==> config.mk <==
export PLATFORM = sky130hd
export DESIGN_NAME = counter_bank_ltl
export DESIGN_NICKNAME = d
export VERILOG_FILES = /design/src/rtl/counter_bank_ltl_pkg.sv /design/src/rtl/counter_bank_ltl_channel.sv /design/src/rtl/counter_bank_ltl.sv
export SDC_FILE = /design/constraint.sdc
export NUM_CORES = 1
export LEC_CHECK = 0
export CAP_MARGIN = 20
export CORE_AREA = 4 4 165 167
export DETAILED_ROUTE_END_ITERATION = 6
export DIE_AREA = 0 0 169 171
export GPL_TIMING_DRIVEN = 0
export PLACE_DENSITY_LB_ADDON = 0.1
export SYNTH_ARGS = -nofsm -noshare
export SYNTH_HDL_FRONTEND = slang
export SYNTH_SLANG_ARGS = --single-unit
==> constraint.sdc <==
create_clock -name clock -period 3.6 [get_ports clock]
set_input_delay 0.9 -clock clock [delete_from_list [all_inputs] [get_ports clock]]
set_output_delay 0.9 -clock clock [all_outputs]
set_load 0.1 [all_outputs]
==> src/rtl/counter_bank_ltl_pkg.sv <==
// counter_bank_ltl_pkg: shared types and sizing helpers for the counter bank.
package counter_bank_ltl_pkg;

    typedef enum logic {
        MODE_WRAP,
        MODE_SAT
    } overflow_mode_t;

    // A single channel still gets a 1-bit select so the port never collapses to zero width.
    function automatic int load_ch_width(input int channels);
        return (channels > 1) ? $clog2(channels) : 1;
    endfunction

    function automatic logic [63:0] max_count(input int width);
        return (width >= 64) ? '1 : (64'd1 << width) - 64'd1;
    endfunction

endpackage

==> src/rtl/counter_bank_ltl_channel.sv <==
// counter_bank_ltl_channel: one up-counter with hit pulse, sticky flag and wrap/saturate overflow.
// Embedded properties are compiled only when COUNTER_BANK_LTL_SVA_EN is defined.
module counter_bank_ltl_channel
    import counter_bank_ltl_pkg::*;
#(
    parameter int WIDTH    = 32,
    parameter int TARGET   = 8,
    parameter int SATURATE = 0
) (
    input  logic             clock,
    input  logic             reset_n,
    input  logic             inc,
    input  logic             clr,
    input  logic             load,
    input  logic [WIDTH-1:0] load_value,
    output logic [WIDTH-1:0] count,
    output logic             hit,
    output logic             sticky,
    output logic             wrapped
);

    localparam overflow_mode_t MODE = (SATURATE != 0) ? MODE_SAT : MODE_WRAP;
    localparam logic [WIDTH-1:0] MAX = WIDTH'(max_count(WIDTH));
    localparam logic [WIDTH-1:0] TGT = WIDTH'(TARGET);

    logic [WIDTH-1:0] count_next;
    logic             at_max;
    logic             hit_next;
    logic             wrapped_next;

    always_comb begin
        at_max       = count == MAX;
        count_next   = clr ? '0
                     : load ? load_value
                     : (inc && !(at_max && MODE == MODE_SAT)) ? count + WIDTH'(1)
                     : count;
        // Comparing against the old count keeps a saturated hold at TARGET from re-firing.
        hit_next     = !clr && count_next == TGT && count != TGT;
        wrapped_next = !clr && !load && inc && at_max && MODE == MODE_WRAP;
    end

    always_ff @(posedge clock or negedge reset_n) begin
        if (!reset_n) begin
            count   <= '0;
            hit     <= 1'b0;
            sticky  <= 1'b0;
            wrapped <= 1'b0;
        end else begin
            count   <= count_next;
            hit     <= hit_next;
            sticky  <= !clr && (sticky || hit_next);
            wrapped <= wrapped_next;
        end
    end

`ifdef COUNTER_BANK_LTL_SVA_EN
    localparam logic [WIDTH-1:0] TGT_M1 = TGT - WIDTH'(1);

    p_sticky: assert property (@(posedge clock) disable iff (!reset_n)
        sticky && !clr |=> sticky);

    // TARGET 0 under saturation is unreachable by stepping, so step/hit only apply otherwise.
    if (TARGET != 0 || MODE == MODE_WRAP) begin : g_step
        p_step: assert property (@(posedge clock) disable iff (!reset_n)
            inc && !clr && !load && count == TGT_M1 |-> nexttime (count == TGT));
        p_hit: assert property (@(posedge clock) disable iff (!reset_n)
            count == TGT_M1 && inc && !clr && !load |=> hit);
    end

    p_no_double_hit: assert property (@(posedge clock) disable iff (!reset_n)
        hit && !load && !clr |=> !hit);

    m_live_inc: assume property (@(posedge clock) disable iff (!reset_n)
        inc && !clr && !load);

    p_live: assert property (@(posedge clock) disable iff (!reset_n)
        s_eventually sticky);
`else
`endif

endmodule

==> src/rtl/counter_bank_ltl.sv <==
// counter_bank_ltl: bank of CHANNELS independent counters with load decode and all_hit.
// Define COUNTER_BANK_LTL_SVA_EN to elaborate the per-channel property sets.
module counter_bank_ltl
    import counter_bank_ltl_pkg::*;
#(
    parameter int WIDTH    = 32,
    parameter int CHANNELS = 4,
    parameter int TARGET   = 8,
    parameter int SATURATE = 0
) (
    input  logic                                 clock,
    input  logic                                 reset_n,
    input  logic [CHANNELS-1:0]                  inc,
    input  logic [CHANNELS-1:0]                  clr,
    input  logic                                 load,
    input  logic [load_ch_width(CHANNELS)-1:0]   load_ch,
    input  logic [WIDTH-1:0]                     load_value,
    output logic [CHANNELS*WIDTH-1:0]            count,
    output logic [CHANNELS-1:0]                  hit,
    output logic [CHANNELS-1:0]                  sticky,
    output logic [CHANNELS-1:0]                  wrapped,
    output logic                                 all_hit
);

    localparam int LW = load_ch_width(CHANNELS);

    logic [CHANNELS-1:0] load_sel;

    // Out-of-range load_ch matches no channel, so the load is dropped.
    for (genvar g = 0; g < CHANNELS; g++) begin : g_ch
        assign load_sel[g] = load && load_ch == LW'(g);

        counter_bank_ltl_channel #(
            .WIDTH    (WIDTH),
            .TARGET   (TARGET),
            .SATURATE (SATURATE)
        ) u_channel (
            .clock      (clock),
            .reset_n    (reset_n),
            .inc        (inc[g]),
            .clr        (clr[g]),
            .load       (load_sel[g]),
            .load_value (load_value),
            .count      (count[g*WIDTH +: WIDTH]),
            .hit        (hit[g]),
            .sticky     (sticky[g]),
            .wrapped    (wrapped[g])
        );
    end

    assign all_hit = &sticky;

endmodule

==> run_results.csv <==
group,metric,value,unit
die,core_area,25800,µm²
worst_setup_path,r2r_end,"g_ch[0].u_channel.sticky$_DFF_PN0_",
clock_network,htreeDepth,4,
layout,area_growth,29.2,%
synth,ys.warnings.count,0,
worst_setup_path,cp_num_buf_inv,3,
layout,ff_latch_area,3500,µm²
synth,synthMostInstantiatedCell,"dfrtp_1",
clock_network,cts_root_buffer,"clkbuf_16",
die,die_x,169,µm
global_route,track_usage,30.8,%
timing,min_period_over_period,96.1,%
timing,slew_headroom,32.8,%
clock_network,cts_sinks,140,
worst_setup_path,rr_worst_depth,9,
power_and_ir_drop,p_comb_share,31.1,%
die,start_util,39.6,%
worst_setup_path,path_delay_family,"buffers and inverters",
worst_setup_path,critPathArrivalTime,3.78,ns
die,die-height,171,µm
timing,hold_viol_final,0,
clock_network,cts.reportedPaths.clkPinSlew,0.06,ns
clock_network,insertion_delay,0.43,ns
synth,syn_avg_cell_area,8.21,µm²
worst_setup_path,slowest_delay,0.67,ns
synth,synth_area_leaders,"dfrtp_1 (34%), nor4_1 (5.3%), nor2_1 (4.5%)",
placed_design,routabilityCongestion,0.933,
worst_setup_path,cp-end-kind,"flop",
power_and_ir_drop,p_sw,2140,µW
status,outcome,"completed",
synth,ys_seq_elements,140,
min_path,min_path_type,"input pin to async pin",
flow_run,maxCapViolCount,0,
timing,finClkSkew,0.00957,ns
timing,finalWorstSetupSlack,0.141,ns
layout,multi_input_area,6150,µm²
global_route,grt_start_max_net_pins,79,
routing,wl,45.6,mm
worst_setup_path,crit_slowest_cell,"clkdlybuf4s50_1",
die,rows,59,
worst_setup_path,reg2reg_from,"g_ch[0].u_channel.count[0]$_DFF_PN0_",
worst_setup_path,worstPathCellList,"clkdlybuf4s50_1, clkbuf_1, clkbuf_1, nor3b_1, nor3_2, and4_1, nand4_1, o32ai_1",
placed_design,io_buffers,180,
routing,drtIter0Drc,1592,
synth,synth_edf_count,0,
global_route,overflow,0,
power_and_ir_drop,switching_share,40.2,%
worst_setup_path,cpMostUsedCell,"clkbuf_1",
power_and_ir_drop,p_int,3180,µW
synth,syn_area,10200,µm²
die,ioPinCount,186,
routing,drt-wirelength-per-cell,25.5,µm
worst_setup_path,start_kind,"input pin",
routing,first_pass_iters,6,
power_and_ir_drop,p_leak,0.00514,µW
timing,fmax,289,MHz
clock_network,cts_tree,"built",
clock_network,clk_path_buf_depth,2,
timing,slew_violations,0,
routing,ant_nets,0,
synth,synth_top_area_share,34.3,%
worst_setup_path,rrSetupSlack,0.17,ns
layout,fin_nets,1496,
routing,vias_per_cell,6.67,
synth,syn-num-nets,1296,
layout,num_antenna_cells,0,
layout,drive_above_1_share,8.11,%
placed_design,hpwl,33.5,mm
power_and_ir_drop,ir_drop,0.263,mV
synth,ys.flop_type,"dfrtp_1",
power_and_ir_drop,power_density,403,nW/µm²
timing,fin_crit,3.46,ns
worst_setup_path,crit_fanout,10,
layout,post-route-util,51.1,%
synth,synth_async_sr_flop_share,100,%
synth,ys_types,71,
layout,fillers,2462,
power_and_ir_drop,power_frac_seq,34.8,%
routing,vias,11900,
worst_setup_path,critPathRequiredTime,3.92,ns
timing,grt_setup_unrepaired,"false",
worst_setup_path,crit_type,"input pin to flop",
synth,syn-instance-count,1243,
global_route,grt_pass1_vias,11200,
placed_design,place_ws,-1.14,ns
global_route,antenna_found_initial,4,
synth,synth.top_cells.by_count,"dfrtp_1 (140), nor2_1 (123), nand2_1 (90)",
synth,yosysSeqAreaShare,34.3,%
synth,synth_top_cell_by_area,"dfrtp_1",
timing,tightest_slew,0.999,ns
global_route,grt_pass1_wl,68.8,mm
timing,final-setup-viol-count,0,
routing,drc,0,
clock_network,cts_buffers,17,
power_and_ir_drop,p_clk_share,34.0,%
die,die-area,28900,µm²
[how the worst max path moves through the flow]
stage | from | end | slack, ns | depth (start not counted)
floorplan | g_ch[1].u_channel.count[12]$_DFF_PN0_ | g_ch[1].u_channel.sticky$_DFF_PN0_ | 0.14 | 9
global placement | reset_n | g_ch[0].u_channel.count[22]$_DFF_PN0_ | -4.20 | 1
detailed placement | load_ch[1] | g_ch[1].u_channel.hit$_DFF_PN0_ | -1.14 | 11
CTS | load_ch[1] | g_ch[1].u_channel.hit$_DFF_PN0_ | 0.003 | 11
global route | g_ch[1].u_channel.count[0]$_DFF_PN0_ | g_ch[1].u_channel.hit$_DFF_PN0_ | 0.02 | 9
finish | clr[0] | g_ch[0].u_channel.sticky$_DFF_PN0_ | 0.14 | 8
[through the flow]
stage	instance area (µm²)	TNS (ns)	total power [µW]	hold slack, ns	instances
2_1_floorplan	10200	0	2920	0.469	1243
3_3_place_gp	12400	-598.16	3480	0.547	1758
3_5_place_dp	12500	-11.39	3490	0.557	1759
4_1_cts	13100	0	5300	0.546	1790
5_1_grt	13200	0	5480	0.561	1790
6_report	13200	0	5310	0.496	1790
[final cells by class]
| cell class | count | area share [%] |
|---|---|---|
| clock buffer | 22 | 3.60 |
| inverter | 53 | 1.51 |
| timing repair buffer | 184 | 14.1 |
| multi-input combinational | 957 | 46.6 |
| buffer | 90 | 3.49 |
| tap | 335 | 3.18 |
| clock inverter | 9 | 0.864 |
| sequential | 140 | 26.6 |
[registers in the layout, indices dropped and copies added, names as in the netlist]
register                count
g_ch.u_channel.hit          4
g_ch.u_channel.sticky       4
g_ch.u_channel.wrapped      4
g_ch.u_channel.count      128
[logic make-up after synthesis]
kind of cell	Yosys count	share of synthesized area, %
adder cells (fa/ha/maj)	8	0.981
flip-flops	140	34.3
buffers and inverters	146	6.13
AO/OA/AOI/OAI	233	16.9
AND/OR/NAND/NOR	675	38.0
multiplexers	7	0.687
XOR/XNOR	34	2.92
[placed cells by master (no fill, tap or decap), types with 22 or more instances in the layout]
| master | instances |
|---|---|
| or3_1 | 29 |
| clkdlybuf4s50_1 | 176 |
| nand3_1 | 62 |
| nor2_1 | 123 |
| clkbuf_1 | 38 |
| and3_1 | 29 |
| nand2_1 | 90 |
| inv_1 | 53 |
| nor4_1 | 83 |
| and4_1 | 34 |
| o21ai_0 | 45 |
| a311oi_1 | 23 |
| or4_1 | 35 |
| a211oi_1 | 31 |
| dfrtp_1 | 140 |
| nand4_1 | 56 |
| nor3_1 | 44 |
| o31ai_1 | 22 |
[power groups by stage]
stage / sequential, µW / combinational, µW / clock (µW)
2_1_floorplan: 2470 / 455 / 0
3_3_place_gp: 1870 / 1610 / 0
3_5_place_dp: 1870 / 1620 / 0
4_1_cts: 1840 / 1630 / 1830
5_1_grt: 1860 / 1730 / 1890
6_report: 1850 / 1650 / 1810
[repair_timing]
action                                  CTS  global route
pin swaps                                 1             8
setup buffers                             1             2
hold endpoints to repair                  0             0
resized for setup                        30            25
gates cloned                              0             0
endpoints found under the setup margin    8             8
hold buffers                              0             0
[metal layers]
metal / vias up / routed length (µm) / global-route usage (%)
met4: 6 / 2410 / 14.4
met3: 145 / 5510 / 8.39
met5: - / 39 / 0
met1: 5751 / 18400 / 42.7
met2: 798 / 19200 / 44.6
li1: 5231 / - / -
No activity file was read; power rests on OpenSTA's default activity.
